### src/rtl/pipeline_stall_ctrl_if.sv
// Hazard/handshake bundle between the pipeline datapath and its stall/flush sequencer.
// master = sequencer side (drives enables/flushes), slave = datapath side.
interface pipeline_stall_ctrl_if;
   logic        mem_req;
   logic        mem_ready;
   logic        idex_mem_read;
   logic [4:0]  idex_rt;
   logic [4:0]  ifid_rs;
   logic [4:0]  ifid_rt;
   logic        branch_taken;
   logic        pc_en;
   logic        ifid_en;
   logic        idex_en;
   logic        exmem_en;
   logic        ifid_flush;
   logic        idex_flush;
   logic        memwb_bubble;
   logic        mem_err;
   logic [31:0] stall_cycles;
   logic [31:0] flush_count;

   modport master (
      input  mem_req, mem_ready, idex_mem_read, idex_rt, ifid_rs, ifid_rt, branch_taken,
      output pc_en, ifid_en, idex_en, exmem_en, ifid_flush, idex_flush, memwb_bubble,
             mem_err, stall_cycles, flush_count
   );

   modport slave (
      output mem_req, mem_ready, idex_mem_read, idex_rt, ifid_rs, ifid_rt, branch_taken,
      input  pc_en, ifid_en, idex_en, exmem_en, ifid_flush, idex_flush, memwb_bubble,
             mem_err, stall_cycles, flush_count
   );
endinterface

### src/rtl/pipeline_stall_ctrl.sv
// Stall/flush sequencer for the 5-stage pipeline: memory-wait freeze, load-use bubble,
// branch flush and memory watchdog. Define STALL_CNT_EN to build the stall/flush counters.
module pipeline_stall_ctrl #(
   parameter int unsigned TIMEOUT = 255,
   parameter int unsigned CNT_W   = 8
) (
   input logic                  clk,
   input logic                  reset,
   pipeline_stall_ctrl_if.master ctrl
);

   typedef enum logic [1:0] {StRun, StMemWait, StError} state_e;

   state_e           r_state;
   logic [CNT_W-1:0] r_wait_cnt;
   logic             r_mem_err;

   logic w_mem_stall;
   logic w_load_use;
   logic w_hold;
   logic w_pc_en, w_ifid_en, w_idex_en, w_exmem_en;
   logic w_ifid_flush, w_idex_flush, w_bubble;

   assign w_mem_stall = ctrl.mem_req & ~ctrl.mem_ready;
   assign w_load_use  = ctrl.idex_mem_read & (ctrl.idex_rt != 5'd0) &
                        ((ctrl.idex_rt == ctrl.ifid_rs) | (ctrl.idex_rt == ctrl.ifid_rt));

   // Release from MEM_WAIT uses the same condition as entry, so one hold term covers both
   assign w_hold = (r_state == StError) | w_mem_stall;

   always_comb begin
      w_pc_en      = 1'b0;
      w_ifid_en    = 1'b0;
      w_idex_en    = 1'b0;
      w_exmem_en   = 1'b0;
      w_ifid_flush = 1'b0;
      w_idex_flush = 1'b0;
      w_bubble     = 1'b1;
      if (reset && !w_hold) begin
         w_bubble = 1'b0;
         if (ctrl.branch_taken) begin
            {w_pc_en, w_ifid_en, w_idex_en, w_exmem_en} = 4'b1111;
            w_ifid_flush = 1'b1;
            w_idex_flush = 1'b1;
         end else if (w_load_use) begin
            w_idex_en    = 1'b1;
            w_exmem_en   = 1'b1;
            w_idex_flush = 1'b1;
         end else begin
            {w_pc_en, w_ifid_en, w_idex_en, w_exmem_en} = 4'b1111;
         end
      end
   end

   always_ff @(posedge clk) begin
      if (!reset) begin
         r_state    <= StRun;
         r_wait_cnt <= '0;
         r_mem_err  <= 1'b0;
      end else begin
         unique case (r_state)
            StRun: begin
               if (w_mem_stall) begin
                  r_state    <= StMemWait;
                  r_wait_cnt <= CNT_W'(1);
               end
            end
            StMemWait: begin
               if (!w_mem_stall) begin
                  r_state    <= StRun;
                  r_wait_cnt <= '0;
               end else begin
                  r_wait_cnt <= r_wait_cnt + CNT_W'(1);
                  if (r_wait_cnt == CNT_W'(TIMEOUT)) begin
                     r_state   <= StError;
                     r_mem_err <= 1'b1;
                  end
               end
            end
            StError: r_mem_err <= 1'b1;
            default: r_state <= StRun;
         endcase
      end
   end

`ifdef STALL_CNT_EN
   logic [31:0] r_stall_cycles;
   logic [31:0] r_flush_count;

   always_ff @(posedge clk) begin
      if (!reset) begin
         r_stall_cycles <= '0;
         r_flush_count  <= '0;
      end else begin
         if (!w_pc_en && (r_stall_cycles != 32'hFFFF_FFFF)) begin
            r_stall_cycles <= r_stall_cycles + 32'd1;
         end
         if (w_ifid_flush && (r_flush_count != 32'hFFFF_FFFF)) begin
            r_flush_count <= r_flush_count + 32'd1;
         end
      end
   end

   assign ctrl.stall_cycles = r_stall_cycles;
   assign ctrl.flush_count  = r_flush_count;
`else
   assign ctrl.stall_cycles = 32'h0;
   assign ctrl.flush_count  = 32'h0;
`endif

   assign ctrl.pc_en        = w_pc_en;
   assign ctrl.ifid_en      = w_ifid_en;
   assign ctrl.idex_en      = w_idex_en;
   assign ctrl.exmem_en     = w_exmem_en;
   assign ctrl.ifid_flush   = w_ifid_flush;
   assign ctrl.idex_flush   = w_idex_flush;
   assign ctrl.memwb_bubble = w_bubble;
   assign ctrl.mem_err      = r_mem_err;

endmodule

### src/flat_wrapper.sv
// flat-port wrapper written by rule: the top's interface ports become plain ports
module pipeline_stall_ctrl_flat 
#(
   parameter int unsigned TIMEOUT = 255,
   parameter int unsigned CNT_W   = 8
)
  (clk, reset, ctrl_mem_req, ctrl_mem_ready, ctrl_idex_mem_read, ctrl_idex_rt, ctrl_ifid_rs, ctrl_ifid_rt, ctrl_branch_taken, ctrl_pc_en, ctrl_ifid_en, ctrl_idex_en, ctrl_exmem_en, ctrl_ifid_flush, ctrl_idex_flush, ctrl_memwb_bubble, ctrl_mem_err, ctrl_stall_cycles, ctrl_flush_count);
  pipeline_stall_ctrl_if ctrl_i ();
  input logic clk;
  input logic reset;
  input wire logic [$bits(ctrl_i.mem_req)-1:0] ctrl_mem_req;
  input wire logic [$bits(ctrl_i.mem_ready)-1:0] ctrl_mem_ready;
  input wire logic [$bits(ctrl_i.idex_mem_read)-1:0] ctrl_idex_mem_read;
  input wire logic [$bits(ctrl_i.idex_rt)-1:0] ctrl_idex_rt;
  input wire logic [$bits(ctrl_i.ifid_rs)-1:0] ctrl_ifid_rs;
  input wire logic [$bits(ctrl_i.ifid_rt)-1:0] ctrl_ifid_rt;
  input wire logic [$bits(ctrl_i.branch_taken)-1:0] ctrl_branch_taken;
  output wire logic [$bits(ctrl_i.pc_en)-1:0] ctrl_pc_en;
  output wire logic [$bits(ctrl_i.ifid_en)-1:0] ctrl_ifid_en;
  output wire logic [$bits(ctrl_i.idex_en)-1:0] ctrl_idex_en;
  output wire logic [$bits(ctrl_i.exmem_en)-1:0] ctrl_exmem_en;
  output wire logic [$bits(ctrl_i.ifid_flush)-1:0] ctrl_ifid_flush;
  output wire logic [$bits(ctrl_i.idex_flush)-1:0] ctrl_idex_flush;
  output wire logic [$bits(ctrl_i.memwb_bubble)-1:0] ctrl_memwb_bubble;
  output wire logic [$bits(ctrl_i.mem_err)-1:0] ctrl_mem_err;
  output wire logic [$bits(ctrl_i.stall_cycles)-1:0] ctrl_stall_cycles;
  output wire logic [$bits(ctrl_i.flush_count)-1:0] ctrl_flush_count;
  assign ctrl_i.mem_req = ctrl_mem_req;
  assign ctrl_i.mem_ready = ctrl_mem_ready;
  assign ctrl_i.idex_mem_read = ctrl_idex_mem_read;
  assign ctrl_i.idex_rt = ctrl_idex_rt;
  assign ctrl_i.ifid_rs = ctrl_ifid_rs;
  assign ctrl_i.ifid_rt = ctrl_ifid_rt;
  assign ctrl_i.branch_taken = ctrl_branch_taken;
  assign ctrl_pc_en = ctrl_i.pc_en;
  assign ctrl_ifid_en = ctrl_i.ifid_en;
  assign ctrl_idex_en = ctrl_i.idex_en;
  assign ctrl_exmem_en = ctrl_i.exmem_en;
  assign ctrl_ifid_flush = ctrl_i.ifid_flush;
  assign ctrl_idex_flush = ctrl_i.idex_flush;
  assign ctrl_memwb_bubble = ctrl_i.memwb_bubble;
  assign ctrl_mem_err = ctrl_i.mem_err;
  assign ctrl_stall_cycles = ctrl_i.stall_cycles;
  assign ctrl_flush_count = ctrl_i.flush_count;
  pipeline_stall_ctrl #(.TIMEOUT(TIMEOUT), .CNT_W(CNT_W)) u_core (.clk(clk), .reset(reset), .ctrl(ctrl_i));
endmodule
### config.mk
export PLATFORM = sky130hd
export DESIGN_NAME = pipeline_stall_ctrl_flat
export DESIGN_NICKNAME = d
export VERILOG_FILES = /design/src/rtl/pipeline_stall_ctrl_if.sv /design/src/rtl/pipeline_stall_ctrl.sv /design/src/flat_wrapper.sv
export SDC_FILE = /design/constraint.sdc
export NUM_CORES = 1
export LEC_CHECK = 0
export ABC_AREA = 0
export ABC_CLOCK_PERIOD_IN_PS = 1700
export BUFFER_PORTS_ARGS = -buffer_cell sky130_fd_sc_hd__buf_2
export CORE_MARGIN = 2
export CORE_UTILIZATION = 42
export DETAILED_ROUTE_END_ITERATION = 8
export GPL_TIMING_DRIVEN = 0
export PLACE_DENSITY = 0.91
export SLEW_MARGIN = 15
export SYNTH_ARGS = -nofsm -noshare
export SYNTH_HDL_FRONTEND = slang
export SYNTH_SLANG_ARGS = --single-unit
### constraint.sdc
create_clock -name clk -period 1.7 [get_ports clk]
set_clock_uncertainty 0.05 [all_clocks]
set_input_delay 0.085 -clock clk [delete_from_list [all_inputs] [get_ports clk]]
set_output_delay 0.085 -clock clk [all_outputs]
set_load 0.05 [all_outputs]
==> results.cfg, run 1 <==
[critical_path]
end_kind = primary output
critPathArrivalTime_ns = 1.65
crit_type = reg2out
required_ns = 1.56
critPathMaxFanout = 4
r2r_setup_slack_ns = 0.16
critical_path.top_delay_family = flip-flops
cp_cell_sequence = inv_2 -> ha_4 -> nor3b_4 -> inv_2 -> o31ai_4 -> buf_6
critPathSlowestCell = dfxtp_2
timing.rr.end = u_core.r_wait_cnt[4]
cp_common_cell = inv_2
regToRegStartpoint = u_core.r_state[1]
path_buf_inv = 3
slowest_delay_ns = 0.34
r2r_cells = 6
startpoint_type = flop

[synthesis]
synth_top_area_cell = buf_4
synth-seq-cells = 11
yosysWarnings = 0
synth_edf_count = 0
ys_types = 40
syn_area_per_cell_sq_um = 8.076
yosys_most_used_dff = dfxtp_1
synth_area_sq_um = 1333
yosysSeqAreaShare_pct = 16.53
synth_top_area_share_pct = 37.18
async_reset_ff_share_pct = 0
synth_cells = 165
synthTopCellsByArea = buf_4 (37%), dfxtp_1 (17%), xor2_1 (6.6%), ha_1 (4.7%), o21ai_0 (2.6%)

[sta]
hold_viol = 0
postLayoutSetupSlackWorst_ns = -0.08332
period_needed_ns = 1.783
period_share_pct = 104.9
fmax_mhz = 560.8
rsz0062_at_grt = true
final-setup-viol-count = 3
setup-tns-final_ns = -0.1038
final_max_slew_viol_count = 0

[detailed_routing]
met1_length_microns = 1045
drt_iter0_drc = 47
drc = 0
finalWirelength_microns = 2834
postRouteAntennaNets = 0
met2_length_microns = 1458
wl_met3_microns = 317
dr.max_layer_used = met4
via_per_inst = 3.906
vias = 1211
first_pass_iters = 4
wl_per_cell_microns = 9.142

[die]
rows = 20
die_y_microns = 60.33
core_sq_um = 3028
start_util_pct = 44.01
die_area_sq_um = 3639
die_x_microns = 60.33
boundaryPins = 93

[power]
powerDensity_nw_per_um2 = 630.6
max-vdd-ir-drop_mv = 0.4537
p_leak_nw = 1.083

[run_status]
violations = setup timing
outcome = finished, violations left

[final_layout]
diodes = 0
syn_to_final_growth_pct = 47.23
layout-drive-gt1-share_pct = 44.74
nets = 293
design_area_sq_um = 1962
final_common_cell = buf_4
layout_common_cells = buf_4 (73), conb_1 (64), buf_2 (21), xor2_1 (10), dfxtp_1 (10)

[hold_path]
holdPathEnd = u_core.r_state[0]
hold_path_class = in2reg
hold_path_depth = 3
min-delay-start = reset

[job]
cap_violations = 0

[cts]
clk_latency_ns = 0.27
clock_sinks = 11
cts_tree = done
cts_made_buffers = 3
cts_htree_levels = 1
cts_buffer_depth = 2
clk_pin_slew_ns = 0.07
postCtsHoldBufs = 0
clockRootBuffer = clkbuf_4

[place]
dp.final_hpwl_microns = 2159
portBuffers = 28
place_area_sq_um = 1812
place.gp.congestion = 0.7671

[global_routing]
grt_util_all_layers_pct = 12.96
grt_pass1_vias = 908
antenna_found_initial = 0
overflow = 0
grt_max_degree = 11
grt_pass1_wl_microns = 3684
[sequential cells by signal, indices dropped and copies added (netlist names)]
| register | cells |
|---|---|
| u_core.r_state | 2 |
| u_core.r_wait_cnt | 8 |
| u_core.ctrl.mem_err | 1 |
[Yosys cell counts, types with 2 or more instances]
master	number
a21boi_1	4
a21oi_1	4
a31oi_1	2
buf_4	66
dfxtp_1	11
ha_1	5
inv_1	5
nand2_1	6
nor2_1	9
nor2b_1	2
nor3_1	2
o21ai_0	7
o31ai_1	3
or3_1	2
or3b_1	2
or4_1	2
xor2_1	10
[worst register-to-register path: stages (launching register included)]
cell and delay (ns):
dfxtp_1 0.34, inv_1 0.16, ha_4 0.21, nand3b_4 0.12, buf_6 0.16, or3_1 0.30
a21boi_1 0.13
[worst max-delay path by stage]
stage / startpoint / endpoint / slack, ns / depth (start not counted)
after floorplan: u_core.r_state[0] / ctrl_idex_flush / -0.58 / 5
after global placement: ctrl_idex_rt[0] / ctrl_pc_en / -0.11 / 6
after detailed placement: ctrl_idex_rt[0] / ctrl_pc_en / -0.12 / 6
after CTS: u_core.r_state[0] / ctrl_idex_flush / -0.03 / 6
after global routing: u_core.r_state[0] / ctrl_idex_flush / -0.15 / 6
final: u_core.r_state[0] / ctrl_idex_flush / -0.08 / 6
[per-layer routing]
metal  GRT usage [%]  up-vias
li1                -      625
met1           13.65      514
met2           24.69       70
met3           4.113        2
met4           3.175        0
met5               0        -
[stage by stage]
step / util, % / power, mW / instances / setup slack (ns) / hold WS (ns)
after floorplan: - / 0.9113 / 228 / -0.5830 / 0.1764
after global placement: 59.83 / 0.9762 / 300 / -0.1118 / 0.3323
after detailed placement: 59.83 / 0.9809 / 300 / -0.1163 / 0.3275
after CTS: 62.27 / 1.186 / 306 / -0.03006 / 0.04134
after global routing: 64.79 / 1.296 / 310 / -0.1542 / 0.06574
final: 64.79 / 1.237 / 310 / -0.08332 / 0.06171
[logic make-up (layout without fill, tap and decap cells)]
kind of cell | Yosys count | in the layout | synth area share (%)
other | 1 | 64 | 0.2814
AOI/OAI and AO/OA | 27 | 27 | 13.52
DFF | 11 | 11 | 16.53
adders and majority gates | 5 | 5 | 4.695
buffers and inverters | 73 | 111 | 39.72
muxes | 2 | 2 | 1.784
and+or+nand+nor | 36 | 36 | 16.90
xor gates and xnor gates | 10 | 10 | 6.572
[power by group]
part / internal [mW] / switching, mW
Sequential: 0.272 / 0.00894
Clock: 0.0909 / 0.0893
Combinational: 0.253 / 0.523
Total: 0.616 / 0.621
[layout make-up]
type | instances | area, sq um
sequential | 11 | 221.5
clock buffer | 4 | 26.28
timing repair buffer | 34 | 229.0
fill | 256 | 1066
tap | 44 | 55.05
multi-input combinational | 144 | 885.9
inverter | 5 | 22.52
buffer | 68 | 521.8
[repair_timing]
action	4_1_cts	5_1_grt
pin swaps	1	4
gates resized for setup	13	10
buffers inserted	2	5
endpoints found under the setup margin	4	13
(Power assumes the default switching activity.)
==> inputs of run 2 (changes only) <==
ABC_CLOCK_PERIOD_IN_PS = 2100   (was 1700)
CORE_UTILIZATION = 45   (was 42)
PLACE_DENSITY = 0.95   (was 0.91)
clock period = 2.1 ns   (was 1.7 ns; I/O delays follow)
==> results.cfg, run 2 (synthesis results as in run 1) <==
[detailed_routing]
finalWirelength_microns = 2590
via_per_inst = 3.997
wl_met3_microns = 303
dr.max_layer_used = met4
first_pass_iters = 4
drc = 0
drt_iter0_drc = 19
postRouteAntennaNets = 0
wl_per_cell_microns = 8.900
met2_length_microns = 1394
met1_length_microns = 883
vias = 1163

[final_layout]
layout-drive-gt1-share_pct = 40.38
design_area_sq_um = 1798
largest_reg_flops = 8
final_common_cell = buf_4
ff_latch_area_sq_um = 220.2
layout_common_cells = buf_4 (66), conb_1 (64), buf_2 (26), dfxtp_1 (11), xor2_1 (10)
fillerInstances = 265
multi_input_area_sq_um = 834.6
nets = 287
diodes = 0
largest_register = u_core.r_wait_cnt
syn_to_final_growth_pct = 34.93

[hold_path]
hold_path_class = in2reg
min-delay-start = reset

[global_routing]
grt_pass1_wl_microns = 3960
overflow = 0
grt_max_degree = 11
antenna_found_initial = 0
grt_util_all_layers_pct = 15.00
grt_pass1_vias = 938

[power]
pwr-share-comb_pct = 59.6
pwr-share-seq_pct = 24.1
power_frac_clock_pct = 16.2
switching_share_pct = 51.47
max-vdd-ir-drop_mv = 0.4903
internal_power_mw = 0.4573
powerDensity_nw_per_um2 = 524.0
p_sw_mw = 0.4849
p_leak_nw = 1.032

[critical_path]
startpoint = u_core.r_state[0]
critPathArrivalTime_ns = 1.79
crit_type = reg2out
end_kind = primary output
required_ns = 1.95
regToRegStartpoint = u_core.r_state[1]
critPathMaxFanout = 5
startpoint_type = flop

[sta]
hold_viol = 0
postLayoutSetupSlackWorst_ns = 0.1532
rsz0062_at_grt = true
fmax_mhz = 513.7
period_needed_ns = 1.947
hold_ws_ns = 0.06816
setup-tns-final_ns = 0
final_max_slew_viol_count = 0
final-setup-viol-count = 0
period_share_pct = 92.71

[place]
portBuffers = 28
place_area_sq_um = 1763
place.gp.congestion = 0.7771
dp.final_hpwl_microns = 2209
dp_slack_ns = 0.2700

[cts]
cts_htree_levels = 1
cts_tree = done
clk_pin_slew_ns = 0.07
cts_made_buffers = 3
postCtsSetupRepairBufs = 0
cts_buffer_depth = 2
clk_latency_ns = 0.28
clockRootBuffer = clkbuf_4
clock_sinks = 11

[run_status]
outcome = finished clean

[die]
start_util_pct = 47.91
die_x_microns = 58.42
die_y_microns = 58.42
core_sq_um = 2781
rows = 19
die_area_sq_um = 3412
boundaryPins = 93

[job]
cap_violations = 0
run 2: path summary, 6_finish.rpt:
path	slack, ns	cells after the start	end
worst max-delay path	0.15	6	ctrl_pc_en
worst min-delay path	0.07	3	u_core.r_state[0]
worst max register to register	0.48	6	u_core.r_wait_cnt[4]
worst min register to register	0.45	2	u_core.r_state[0]
run 2: cell type report:
cell class	count	area share, %
plain buffers	68	28.39
multi-input cells	144	46.42
clock buffers	4	1.461
flip-flops and latches	11	12.25
inverters	5	1.044
well taps	31	2.157
repair buffers	28	8.281
run 2: repair_timing:
action / 4_1_cts / 5_1_grt
setup endpoints to repair: 0 / 2
resized for setup: 0 / 4
hold buffers: 0 / 0
run 2: per-stage QoR:
stage               util, %  instances  power (mW)
floorplan                 -        228      0.7283
global placement      63.38        287      0.7797
detailed placement    63.38        287      0.7861
CTS                   64.33        291      0.9396
global route          64.64        291      0.9881
finish                64.64        291      0.9422
run 2: critical path: stages (launching register included):
cell and delay, ns:
dfxtp_1 0.36, inv_1 0.09, ha_1 0.27, nor3b_4 0.29, o31a_2 0.20, buf_4 0.10
clkbuf_4 0.21
run 2: routing by layer:
| layer | GRT usage (%) | up-vias |
|---|---|---|
| met2 | 27.45 | 53 |
| met5 | 0 | - |
| li1 | - | 615 |
| met4 | 5.316 | 0 |
| met1 | 15.84 | 493 |
| met3 | 5.055 | 2 |
run 2: power by group through the flow:
stage	registers (mW)	logic [mW]	clock network, mW
after floorplan	0.244	0.484	0
after global placement	0.231	0.549	0
after detailed placement	0.232	0.554	0
after CTS	0.227	0.555	0.157
after global routing	0.228	0.593	0.167
final	0.227	0.562	0.153
==> inputs of run 3 (changes only) <==
CELL_PAD_IN_SITES_DETAIL_PLACEMENT = 0   (was not set)
CELL_PAD_IN_SITES_GLOBAL_PLACEMENT = 1   (was not set)
CORE_UTILIZATION = 31   (was 45)
CTS_BUF_LIST = sky130_fd_sc_hd__clkbuf_8   (was not set)
==> results.cfg, run 3 (synthesis results as in run 1) <==
[sta]
final_max_slew_viol_count = 0
final-setup-viol-count = 0
period_share_pct = 93.63
fmax_mhz = 508.6
rsz0062_at_grt = false
postLayoutSetupSlackWorst_ns = 0.1338
setup-tns-final_ns = 0
period_needed_ns = 1.966
hold_viol = 0

[final_layout]
nets = 287
largest_register = u_core.r_wait_cnt
layout_common_cells = buf_4 (66), conb_1 (64), buf_2 (27), dfxtp_1 (11), xor2_1 (10)
final_common_cell = buf_4
largest_reg_flops = 8
syn_to_final_growth_pct = 37.75
diodes = 0
layout-drive-gt1-share_pct = 40.77

[critical_path]
regToRegStartpoint = u_core.r_state[1]
path_buf_inv = 3
critPathArrivalTime_ns = 1.81
crit_end = ctrl_idex_flush
r2r_cells = 6
startpoint = u_core.r_state[0]
crit_cells = 6
timing.rr.end = u_core.r_wait_cnt[4]
slowest_delay_ns = 0.37
critPathMaxFanout = 5
r2r_setup_slack_ns = 0.48
startpoint_type = flop
cp_cell_sequence = inv_1 -> ha_1 -> nor3b_4 -> inv_1 -> o31ai_4 -> clkbuf_4
end_kind = primary output
required_ns = 1.95
critical_path.top_delay_family = buffers and inverters
cp_common_cell = inv_1
crit_type = reg2out
critPathSlowestCell = dfxtp_1

[power]
pwr-share-seq_pct = 22.7
switching_share_pct = 49.08
power_frac_clock_pct = 21.8
p_sw_mw = 0.4950
powerDensity_nw_per_um2 = 549.4
pwr-share-comb_pct = 55.5
power.total_mw = 1.008
p_leak_nw = 1.041
max-vdd-ir-drop_mv = 0.3349
internal_power_mw = 0.5135

[place]
place.gp.congestion = 0.8137
dp.final_hpwl_microns = 2193
dp_slack_ns = 0.2915
portBuffers = 28

[global_routing]
grt_max_degree = 11
use_met3_pct = 1.453
grt_pass1_vias = 973
antenna_found_initial = 0
met2_usage_pct = 19.12
overflow = 0
grt_pass1_wl_microns = 4084
grt_util_all_layers_pct = 10.02
grt_use_met1_pct = 10.27
grt_busiest_layer = met2

[job]
cap_violations = 0

[detailed_routing]
drc = 0
finalWirelength_microns = 2530
wl_per_cell_microns = 8.161
drt_iter0_drc = 16
first_pass_iters = 4
via_per_inst = 3.626
vias = 1124
postRouteAntennaNets = 0

[die]
boundaryPins = 93
core_sq_um = 4058
die_y_microns = 69.56
die_area_sq_um = 4839
die_x_microns = 69.56
rows = 23
start_util_pct = 32.84

[cts]
postCtsSetupRepairBufs = 0
cts_htree_levels = 1
postCtsHoldBufs = 0
cts_made_buffers = 3
cts_resized = 0
cts_tree = done
clockRootBuffer = clkbuf_8
clk_latency_ns = 0.24
cts_buffer_depth = 2
clk_pin_slew_ns = 0.06
clock_sinks = 11

[hold_path]
hold_path_class = in2reg

[run_status]
outcome = finished clean
## run 3: power groups by stage
stage | clock network, mW | logic [mW] | registers [mW]
6_report | 0.220 | 0.560 | 0.229
5_1_grt | 0.234 | 0.595 | 0.230
4_1_cts | 0.225 | 0.555 | 0.228
3_5_place_dp | 0 | 0.555 | 0.233
3_3_place_gp | 0 | 0.552 | 0.232
2_1_floorplan | 0 | 0.484 | 0.244
## run 3: worst reg2reg max path: stages (launching register included)
cell	delay, ns
dfxtp_1	0.31
inv_1	0.11
ha_1	0.33
nand3b_4	0.15
buf_6	0.16
or3_1	0.30
a21boi_1	0.14
## run 3: worst min path at each step
stage          startpoint                    to  slack [ns]  cells past startpoint
6_report            reset     u_core.r_state[0]        0.11                      3
5_1_grt             reset  u_core.r_wait_cnt[0]        0.13                      2
4_1_cts             reset  u_core.r_wait_cnt[0]        0.11                      2
3_5_place_dp        reset  u_core.r_wait_cnt[0]        0.37                      2
3_3_place_gp        reset     u_core.r_state[0]        0.35                      3
2_1_floorplan       reset     u_core.r_state[0]        0.20                      2
## run 3: final cells by class
class	instances	area, sq um
plain buffers	68	510.5
clock buffers	3	41.29
clock inverters	1	5.005
fillers	412	2222
inverters	5	18.77
multi-input cells	144	834.6
flip-flops and latches	11	220.2
well taps	50	62.56
repair buffers	28	142.6
## run 3: layer usage
layer / wire length (microns) / up-vias
li1: - / 614
met3: 219 / 7
met1: 993 / 450
met5: 0 / -
met2: 1254 / 53
met4: 63 / 0
## run 3: through the flow
| stage | cell area [sq um] | hold WS (ns) | instances | utilization, % |
|---|---|---|---|---|
| CTS | 1833 | 0.1144 | 310 | 45.17 |
| global route | 1836 | 0.1275 | 310 | 45.24 |
| detailed placement | 1787 | 0.3696 | 306 | 44.03 |
| floorplan | 1584 | 0.2041 | 228 | - |
| global placement | 1787 | 0.3528 | 306 | 44.03 |
| finish | 1836 | 0.1149 | 310 | 45.24 |
